--- src/rtl/mem_port_arbiter.sv ---
// Arbiter sharing one single-ported memory between instruction fetch and
// data load/store. Data has priority over fetch, except that a pending fetch
// is forced through after STARVE_LIMIT data grants in a row. One transaction
// is in flight at a time, and every output comes straight from a register.
module mem_port_arbiter #(
  parameter int ADDR_W       = 32,
  parameter int DATA_W       = 32,
  parameter int STARVE_LIMIT = 4
) (
  input  logic                clk,
  input  logic                reset,
  // fetch side
  input  logic                ifReq,
  input  logic [ADDR_W-1:0]   ifAddr,
  output logic [DATA_W-1:0]   ifRdata,
  output logic                ifValid,
  // data side
  input  logic                dReq,
  input  logic [ADDR_W-1:0]   dAddr,
  input  logic [DATA_W-1:0]   dWdata,
  input  logic [DATA_W/8-1:0] dWMask,
  output logic [DATA_W-1:0]   dRdata,
  output logic                dValid,
  // memory side
  output logic                memReq,
  output logic [ADDR_W-1:0]   memAddr,
  output logic [DATA_W-1:0]   memWdata,
  output logic [DATA_W/8-1:0] memWMask,
  input  logic                memAck,
  input  logic                memRvalid,
  input  logic [DATA_W-1:0]   memRdata
);

  localparam int MASK_W   = DATA_W / 8;
  localparam int STREAK_W = $clog2(STARVE_LIMIT + 1);
  localparam logic [STREAK_W-1:0] STREAK_MAX = STREAK_W'(STARVE_LIMIT);

  typedef enum logic [1:0] {IDLE, REQ, RESP} state_t;

  state_t              state, state_nxt;
  logic                owner_d, owner_d_nxt;   // 1 = data owns the port
  logic [STREAK_W-1:0] streak, streak_nxt;     // data grants while fetch waits

  logic                mem_req_nxt;
  logic [ADDR_W-1:0]   mem_addr_nxt;
  logic [DATA_W-1:0]   mem_wdata_nxt;
  logic [MASK_W-1:0]   mem_wmask_nxt;
  logic [DATA_W-1:0]   if_rdata_nxt, d_rdata_nxt;
  logic                if_valid_nxt, d_valid_nxt;

  logic                grant_fetch;
  logic                is_write;

  // Fetch wins only when data is absent or has used up its streak.
  assign grant_fetch = ifReq && (!dReq || streak == STREAK_MAX);
  assign is_write    = owner_d && (memWMask != '0);

  // Next-state, arbitration and next values of all registered outputs.
  always_comb begin
    // NOTE: every signal gets a default first so no path leaves one unassigned
    // and no latch is inferred.
    state_nxt     = state;
    owner_d_nxt   = owner_d;
    streak_nxt    = streak;
    mem_req_nxt   = memReq;
    mem_addr_nxt  = memAddr;
    mem_wdata_nxt = memWdata;
    mem_wmask_nxt = memWMask;
    if_rdata_nxt  = ifRdata;
    d_rdata_nxt   = dRdata;
    if_valid_nxt  = 1'b0;
    d_valid_nxt   = 1'b0;

    case (state)
      IDLE: begin
        // While a valid pulse is out, its requester is still holding the old
        // request, so nothing is granted until the next cycle.
        if (!ifValid && !dValid && (ifReq || dReq)) begin
          mem_req_nxt = 1'b1;
          state_nxt   = REQ;
          if (grant_fetch) begin
            owner_d_nxt   = 1'b0;
            mem_addr_nxt  = ifAddr;
            mem_wdata_nxt = '0;
            mem_wmask_nxt = '0;
            streak_nxt    = '0;
          end else begin
            owner_d_nxt   = 1'b1;
            mem_addr_nxt  = dAddr;
            mem_wdata_nxt = dWdata;
            mem_wmask_nxt = dWMask;
            if (ifReq && streak != STREAK_MAX) streak_nxt = streak + 1'b1;
          end
        end
      end

      REQ: begin
        // Stores finish at acceptance. Reads and fetches wait for data, and a
        // memRvalid arriving together with memAck is dropped.
        if (memAck) begin
          mem_req_nxt = 1'b0;
          if (is_write) begin
            d_valid_nxt = 1'b1;
            state_nxt   = IDLE;
          end else begin
            state_nxt   = RESP;
          end
        end
      end

      RESP: begin
        if (memRvalid) begin
          state_nxt = IDLE;
          if (owner_d) begin
            d_rdata_nxt = memRdata;
            d_valid_nxt = 1'b1;
          end else begin
            if_rdata_nxt = memRdata;
            if_valid_nxt = 1'b1;
          end
        end
      end

      default: state_nxt = IDLE;
    endcase
  end

  // State and output registers. Reset abandons any transaction in flight.
  always_ff @(posedge clk) begin
    if (reset) begin
      state    <= IDLE;
      owner_d  <= 1'b0;
      streak   <= '0;
      memReq   <= 1'b0;
      memAddr  <= '0;
      memWdata <= '0;
      memWMask <= '0;
      ifRdata  <= '0;
      dRdata   <= '0;
      ifValid  <= 1'b0;
      dValid   <= 1'b0;
    end else begin
      // NOTE: non-blocking assignments, so every register samples the values
      // from before this edge no matter what order they are written in.
      state    <= state_nxt;
      owner_d  <= owner_d_nxt;
      streak   <= streak_nxt;
      memReq   <= mem_req_nxt;
      memAddr  <= mem_addr_nxt;
      memWdata <= mem_wdata_nxt;
      memWMask <= mem_wmask_nxt;
      ifRdata  <= if_rdata_nxt;
      dRdata   <= d_rdata_nxt;
      ifValid  <= if_valid_nxt;
      dValid   <= d_valid_nxt;
    end
  end

endmodule

--- config.mk ---
export PLATFORM = sky130hd
export DESIGN_NAME = mem_port_arbiter
export DESIGN_NICKNAME = d
export VERILOG_FILES = /design/src/rtl/mem_port_arbiter.sv
export SDC_FILE = /design/constraint.sdc
export NUM_CORES = 1
export LEC_CHECK = 0
export BUFFER_PORTS_ARGS = -buffer_cell sky130_fd_sc_hd__buf_2
export CAP_MARGIN = 20
export CORE_UTILIZATION = 35
export CTS_CLUSTER_SIZE = 16
export DETAILED_ROUTE_END_ITERATION = 8
export PLACE_DENSITY = 0.62
export SLEW_MARGIN = 15
export SYNTH_ARGS = -nofsm -noshare
export SYNTH_HDL_FRONTEND = slang
export SYNTH_SLANG_ARGS = --single-unit
--- constraint.sdc ---
create_clock -name clk -period 2.2 [get_ports clk]
set_input_delay 0.11 -clock clk [delete_from_list [all_inputs] [get_ports clk]]
set_output_delay 0.11 -clock clk [all_outputs]
set_load 0.01 [all_outputs]
### Word level (Yosys, flattened, before mapping)

Index checks and enable logic that the tools add are counted.

* flip-flop bits (word level): 141
* input port bits: 138

* add/sub/neg operators: 1
* eq/ne operators: 7
* muxes and demuxes: 20
* bitwise logic cells: 3
* reduce and logical (&&, ||, !) cells: 21

Operators by type and width (count)
* $mux W32: 2
* $reduce_and A3 Y1: 5
* $mux W1: 8
* $mux W2: 4
* $mux W3: 2
* $ne A2 B2 Y1 const B: 3
* $pmux W2 S3: 1
* $logic_and A1 B1 Y1: 5
* $mux W4: 1
* $pmux W1 S2: 2
* $reduce_bool A2 Y1: 2
* $reduce_bool A4 Y1: 1
* $add A3 B1 Y3 const B: 1
* $eq A3 B3 Y1 const B: 1
* $logic_not A1 Y1: 3
* $ne A3 B3 Y1 const B: 1
* $not A1 Y1: 3
* $reduce_or A3 Y1: 1
* $eq A2 B1 Y1 const B: 1
* $eq A2 B2 Y1 const B: 1
* $logic_not A2 Y1: 1
* $logic_or A1 B1 Y1: 2
* $reduce_and A2 Y1: 1

### Longest topological paths before layout

* word-level depth: 5
* mapped depth: 8

### Worst setup path after synthesis

OpenSTA, ideal clock, no wires.

* path kind: register to register
* start: register streak[0]
* end: register memAddr[22]
* library setup time: 146 ps
* arrival: 1523 ps
* data required time: 2054 ps
* setup slack: 531 ps
* cell stages (with the launch flop): 9
* path buffers: 2
* clock period less this slack: 1669 ps
* cells stage by stage: dfxtp_1 > inv_1 > ha_1 > a21bo_2 > and2_1 > buf_2 > buf_1 > a21oi_1 > a211oi_2

* cells in the longest elaborated chain, start to end: 4

RTL lines
* start, declared: RTL line 42 `logic [STREAK_W-1:0] streak, streak_nxt;`
* start signal, assigned: RTL line 147 `streak <= streak_nxt;`
* $eq A3 B3 Y1: RTL line 55 `assign grant_fetch = ifReq && (!dReq || streak == STREAK_MAX);`
* $logic_or A1 B1 Y1: RTL line 55
* $logic_and A1 B1 Y1: RTL line 55
* $mux W32: RTL line 81 `if (grant_fetch) begin`
* end signal, assigned: RTL line 149 `memAddr <= mem_addr_nxt;`
* end, declared: RTL line 26 `output logic [ADDR_W-1:0] memAddr,`

Every way passes these cells.
A chain may end at the register's enable or synchronous reset.

### Final worst setup path

* start: register streak[0]
* end: register memAddr[23]

Same word-level chain as after synthesis.

==> impl_results.html <==
<table>
<tr><th>Metric</th><th>Value</th></tr>
<tr><th colspan="2">Worst setup path</th></tr>
<tr><td>Data required time at the worst endpoint</td><td>about 2.5 ns</td></tr>
<tr><td>Sort of element at the end of the critical path</td><td>flip-flop</td></tr>
<tr><td>Max stage delay on crit path</td><td>roughly 0.36 ns</td></tr>
<tr><td>Largest delay share family, worst path</td><td>compound AO/OA/AOI/OAI gates</td></tr>
<tr><td>Classification of the worst setup path</td><td>flip-flop to flip-flop</td></tr>
<tr><td>Total buffers and inverters traversed by the critical path</td><td>2</td></tr>
<tr><td>Maximum net fanout on the critical path</td><td>15</td></tr>
<tr><td>Critical-path cell list</td><td>inv_1 &gt; ha_1 &gt; a21bo_2 &gt; and2_1 &gt; buf_4 &gt; a21oi_1 &gt; a211oi_2</td></tr>
<tr><td>Startpoint class of the critical path</td><td>flip-flop</td></tr>
<tr><td>Critical path arrival</td><td>around 2.2 ns</td></tr>
<tr><td>Critical path's slowest cell</td><td>dfxtp_1</td></tr>
<tr><th colspan="2">Yosys</th></tr>
<tr><td>Number of synthesis warnings</td><td>0</td></tr>
<tr><td>Synthesized instance count</td><td>a little under 700</td></tr>
<tr><td>Average cell area after synthesis</td><td>~8.2 um^2</td></tr>
<tr><td>Most numerous cell in the Yosys netlist</td><td>nand2_1</td></tr>
<tr><td>Post-synth EDFFs</td><td>0</td></tr>
<tr><td>Total of flip-flops plus latches after synthesis</td><td>between 100 and 150</td></tr>
<tr><td>Count of cell types in the netlist</td><td>32</td></tr>
<tr><td>Netlist area before placement</td><td>about 5500 um^2</td></tr>
<tr><td>Share of the synthesized area in the top cell type</td><td>0.509</td></tr>
<tr><td>Synth top cells by count</td><td>nand2_1, dfxtp_1, a21oi_1, clkbuf_1</td></tr>
<tr><td>Post-synthesis net count</td><td>a little over 800</td></tr>
<tr><td>Yosys top cell by area</td><td>dfxtp_1</td></tr>
<tr><td>Most used flip-flop cell after synthesis</td><td>dfxtp_1</td></tr>
<tr><td>Share of synthesized flip-flops with an asynchronous set or reset</td><td>0</td></tr>
<tr><td>Top area cells in the synthesized netlist</td><td>dfxtp_1, nand2_1, a21oi_1, a211oi_2, nand3_1</td></tr>
<tr><td>Fraction of the yosys area taken by sequential cells</td><td>0.509</td></tr>
<tr><th colspan="2">Placed design</th></tr>
<tr><td>Final HPWL from detailed placement</td><td>between 10 and 15 mm</td></tr>
<tr><td>DP Area</td><td>roughly 7100 um^2</td></tr>
<tr><td>Final weighted congestion in routability-driven placement</td><td>between 0.7 and 0.8</td></tr>
<tr><td>Buffers added on ports</td><td>approximately 270</td></tr>
<tr><th colspan="2">Outcome</th></tr>
<tr><td>Result of the run</td><td>finished, final reports clean</td></tr>
<tr><th colspan="2">Clocking</th></tr>
<tr><td>CTS clock-pin slew for the worst setup and hold paths</td><td>around 0.060 ns</td></tr>
<tr><td>CTS Buffer Depth</td><td>2</td></tr>
<tr><td>CTS tree</td><td>yes</td></tr>
<tr><td>Number of resized instances in the post-cts repair step</td><td>0</td></tr>
<tr><td>Maximum level of the CTS H-tree</td><td>4</td></tr>
<tr><td>Root buffer selected by CTS</td><td>clkbuf_16</td></tr>
<tr><td>Clock insertion delay at the later pin of the skew report</td><td>0.41 ns</td></tr>
<tr><td># clock sinks</td><td>141</td></tr>
<tr><td>Number of CTS-inserted buffers</td><td>17</td></tr>
<tr><th colspan="2">Routing</th></tr>
<tr><td>Count of nets left with antenna violations after detail routing</td><td>0</td></tr>
<tr><td>Vias</td><td>about 6,000</td></tr>
<tr><td>Number of detailed-route iterations in the first pass</td><td>4</td></tr>
<tr><td>Post-DR vias/cell</td><td>about 4.8</td></tr>
<tr><td>DR DRC count</td><td>0</td></tr>
<tr><td>Detailed-route wire length</td><td>~18 mm</td></tr>
<tr><td>Drt wl/cell</td><td>~14 um</td></tr>
<tr><td>Number of DRC violations after detailed-routing iteration 0</td><td>between 200 and 250</td></tr>
<tr><th colspan="2">Timing</th></tr>
<tr><td>Count of final max-slew check failures</td><td>0</td></tr>
<tr><td>Shortest period the worst path allows</td><td>about 1.9 ns</td></tr>
<tr><td>Final setup viols</td><td>0</td></tr>
<tr><td>RSZ-0062 raised after global routing</td><td>no</td></tr>
<tr><td>Achievable frequency</td><td>~530 MHz</td></tr>
<tr><td>Post-Route Skew</td><td>just over 0.008 ns</td></tr>
<tr><td>Crit share post-route</td><td>0.851</td></tr>
<tr><td>Summed negative setup slack over all endpoints</td><td>0 ns</td></tr>
<tr><td>Number of endpoints with negative hold slack in the final report</td><td>0</td></tr>
<tr><td>Max-slew headroom at the worst pin</td><td>0.630</td></tr>
<tr><td>Worst-Margin Slew</td><td>between 0.5 and 0.6 ns</td></tr>
<tr><th colspan="2">Floorplan</th></tr>
<tr><td>DIE AREA</td><td>about 16,000 um^2</td></tr>
<tr><td>Placeable core area</td><td>15,300 um^2</td></tr>
<tr><td>Height of the die</td><td>between 100 and 150 um</td></tr>
<tr><td>Starting density of the core</td><td>0.362</td></tr>
<tr><td>Die outline width</td><td>between 100 and 150 um</td></tr>
<tr><td>Number of placement rows</td><td>45</td></tr>
<tr><td>Total I/O pin count</td><td>273</td></tr>
<tr><th colspan="2">Worst hold path</th></tr>
<tr><td>Type of the worst min-delay path</td><td>primary input to flip-flop</td></tr>
<tr><th colspan="2">Power</th></tr>
<tr><td>Leak Pwr</td><td>3.91 nW</td></tr>
<tr><td>Pwr per Cell Area</td><td>slightly above 900 nW/um^2</td></tr>
<tr><td>Total power consumption of the routed design</td><td>roughly 0.0080 W</td></tr>
<tr><td>Maximum ir drop on the vdd rail</td><td>0.593 mV</td></tr>
<tr><th colspan="2">GRT</th></tr>
<tr><td>Overall track demand over capacity in global routing</td><td>0.211</td></tr>
<tr><td>Number of antenna violations at the first check in global routing</td><td>0</td></tr>
<tr><td>First-pass GRT wire length</td><td>~28 mm</td></tr>
<tr><td>Vias in the first global route</td><td>approximately 5,700</td></tr>
<tr><td>Remaining global-route overflow</td><td>0</td></tr>
<tr><td>Pin count of the biggest net entering global routing</td><td>71</td></tr>
<tr><th colspan="2">Layout</th></tr>
<tr><td>Antenna Diode Count</td><td>0</td></tr>
<tr><td>Area of all placed cells without fillers</td><td>8700 um^2</td></tr>
<tr><td>Share of layout cells above drive strength 1</td><td>0.339</td></tr>
<tr><td>Area growth from synthesis to layout</td><td>56.8%</td></tr>
<tr><td>Layout Nets</td><td>1,171</td></tr>
<tr><td>Fill cells</td><td>1,383</td></tr>
<tr><th colspan="2">Flow run</th></tr>
<tr><td>Max-cap violation count</td><td>0</td></tr>
</table>
sequential cells by signal, summed over array words and instances (netlist names):
signal / count
dRdata: 32
ifRdata: 32
memAddr: 32
memWdata: 32
memWMask: 4
streak: 3
state: 2
dValid: 1
ifValid: 1
memReq: 1
owner_d: 1
power breakdown:
part / total [W] / leakage [nW] / internal (W) / switching, W
Clock: 0.00298 / 0.303 / 0.00190 / 0.00108
Sequential: 0.00301 / 1.15 / 0.00285 / 0.000158
Combinational: 0.00196 / 2.46 / 0.000835 / 0.00112
Total: 0.00795 / 3.91 / 0.00559 / 0.00236
metal layers:
| metal | global-route usage | vias to the layer above | share of wire |
|---|---|---|---|
| met4 | 0.0803 | 0 | 0.019 |
| met1 | 0.248 | 2754 | 0.43 |
| li1 | - | 2975 | - |
| met5 | 0 | - | 0 |
| met2 | 0.359 | 224 | 0.47 |
| met3 | 0.0651 | 24 | 0.081 |
layout make-up:
class / count / area, um^2 / area share
Clock buffer: 22 / 484 / 0.0557
Clock inverter: 9 / 134 / 0.0154
Inverter: 8 / 30.0 / 0.00345
Multi-Input combinational cell: 476 / 2430 / 0.280
Sequential cell: 141 / 2820 / 0.324
Tap cell: 211 / 264 / 0.0303
Timing Repair Buffer: 384 / 2530 / 0.291
stage by stage:
step	setup WS (ns)	hold WS, ns	util	std cells
6_report	0.328	0.0591	0.568	1251
5_1_grt	0.214	0.0545	0.568	1251
4_1_cts	0.307	0.0375	0.568	1251
3_5_place_dp	0.321	0.369	0.462	1120
3_3_place_gp	0.376	0.365	0.462	1120
2_1_floorplan	0.531	0.246	-	680
final timing paths:
check,cells after the start,slack (ns),endpoint,startpoint
worst max-delay path,7,0.33,memAddr[23]$_SDFFE_PP0P_,streak[0]$_SDFFE_PP0P_
worst min-delay path,3,0.06,memAddr[21]$_SDFFE_PP0P_,ifAddr[21]
worst max register to register,7,0.33,memAddr[23]$_SDFFE_PP0P_,streak[0]$_SDFFE_PP0P_
worst min register to register,2,0.44,memWdata[15]$_SDFFE_PP0P_,memWdata[15]$_SDFFE_PP0P_
timing repair:
item	4_1_cts	5_1_grt
hold buffers	100	0
buffers inserted	0	0
hold endpoints to repair	132	0
cell usage in the layout, fill, tap and decap left out, types with 5 or more instances in the layout:
cell type,instances
buf_2,271
nor2_1,37
buf_4,7
a21oi_1,137
clkbuf_16,17
buf_12,6
ha_1,5
nand2_1,201
inv_1,7
dfxtp_1,141
a211oi_2,33
dlygate4sd3_1,100
nand3_1,38
cell families after synthesis:
family,Yosys count,synth area share
DFF,141,0.509
AOI/OAI and AO/OA,179,0.209
and+or+nand+nor,291,0.215
adders and majority gates,5,0.0113
buffers and inverters,63,0.0534
muxes,1,0.00180
worst min-delay path, delay by kind of cell:
kind / cells / cell delay [ns]
AO/OA/AOI/OAI: 2 / 0.22
buffers and inverters: 1 / 0.09
(Power assumes the default switching activity.)
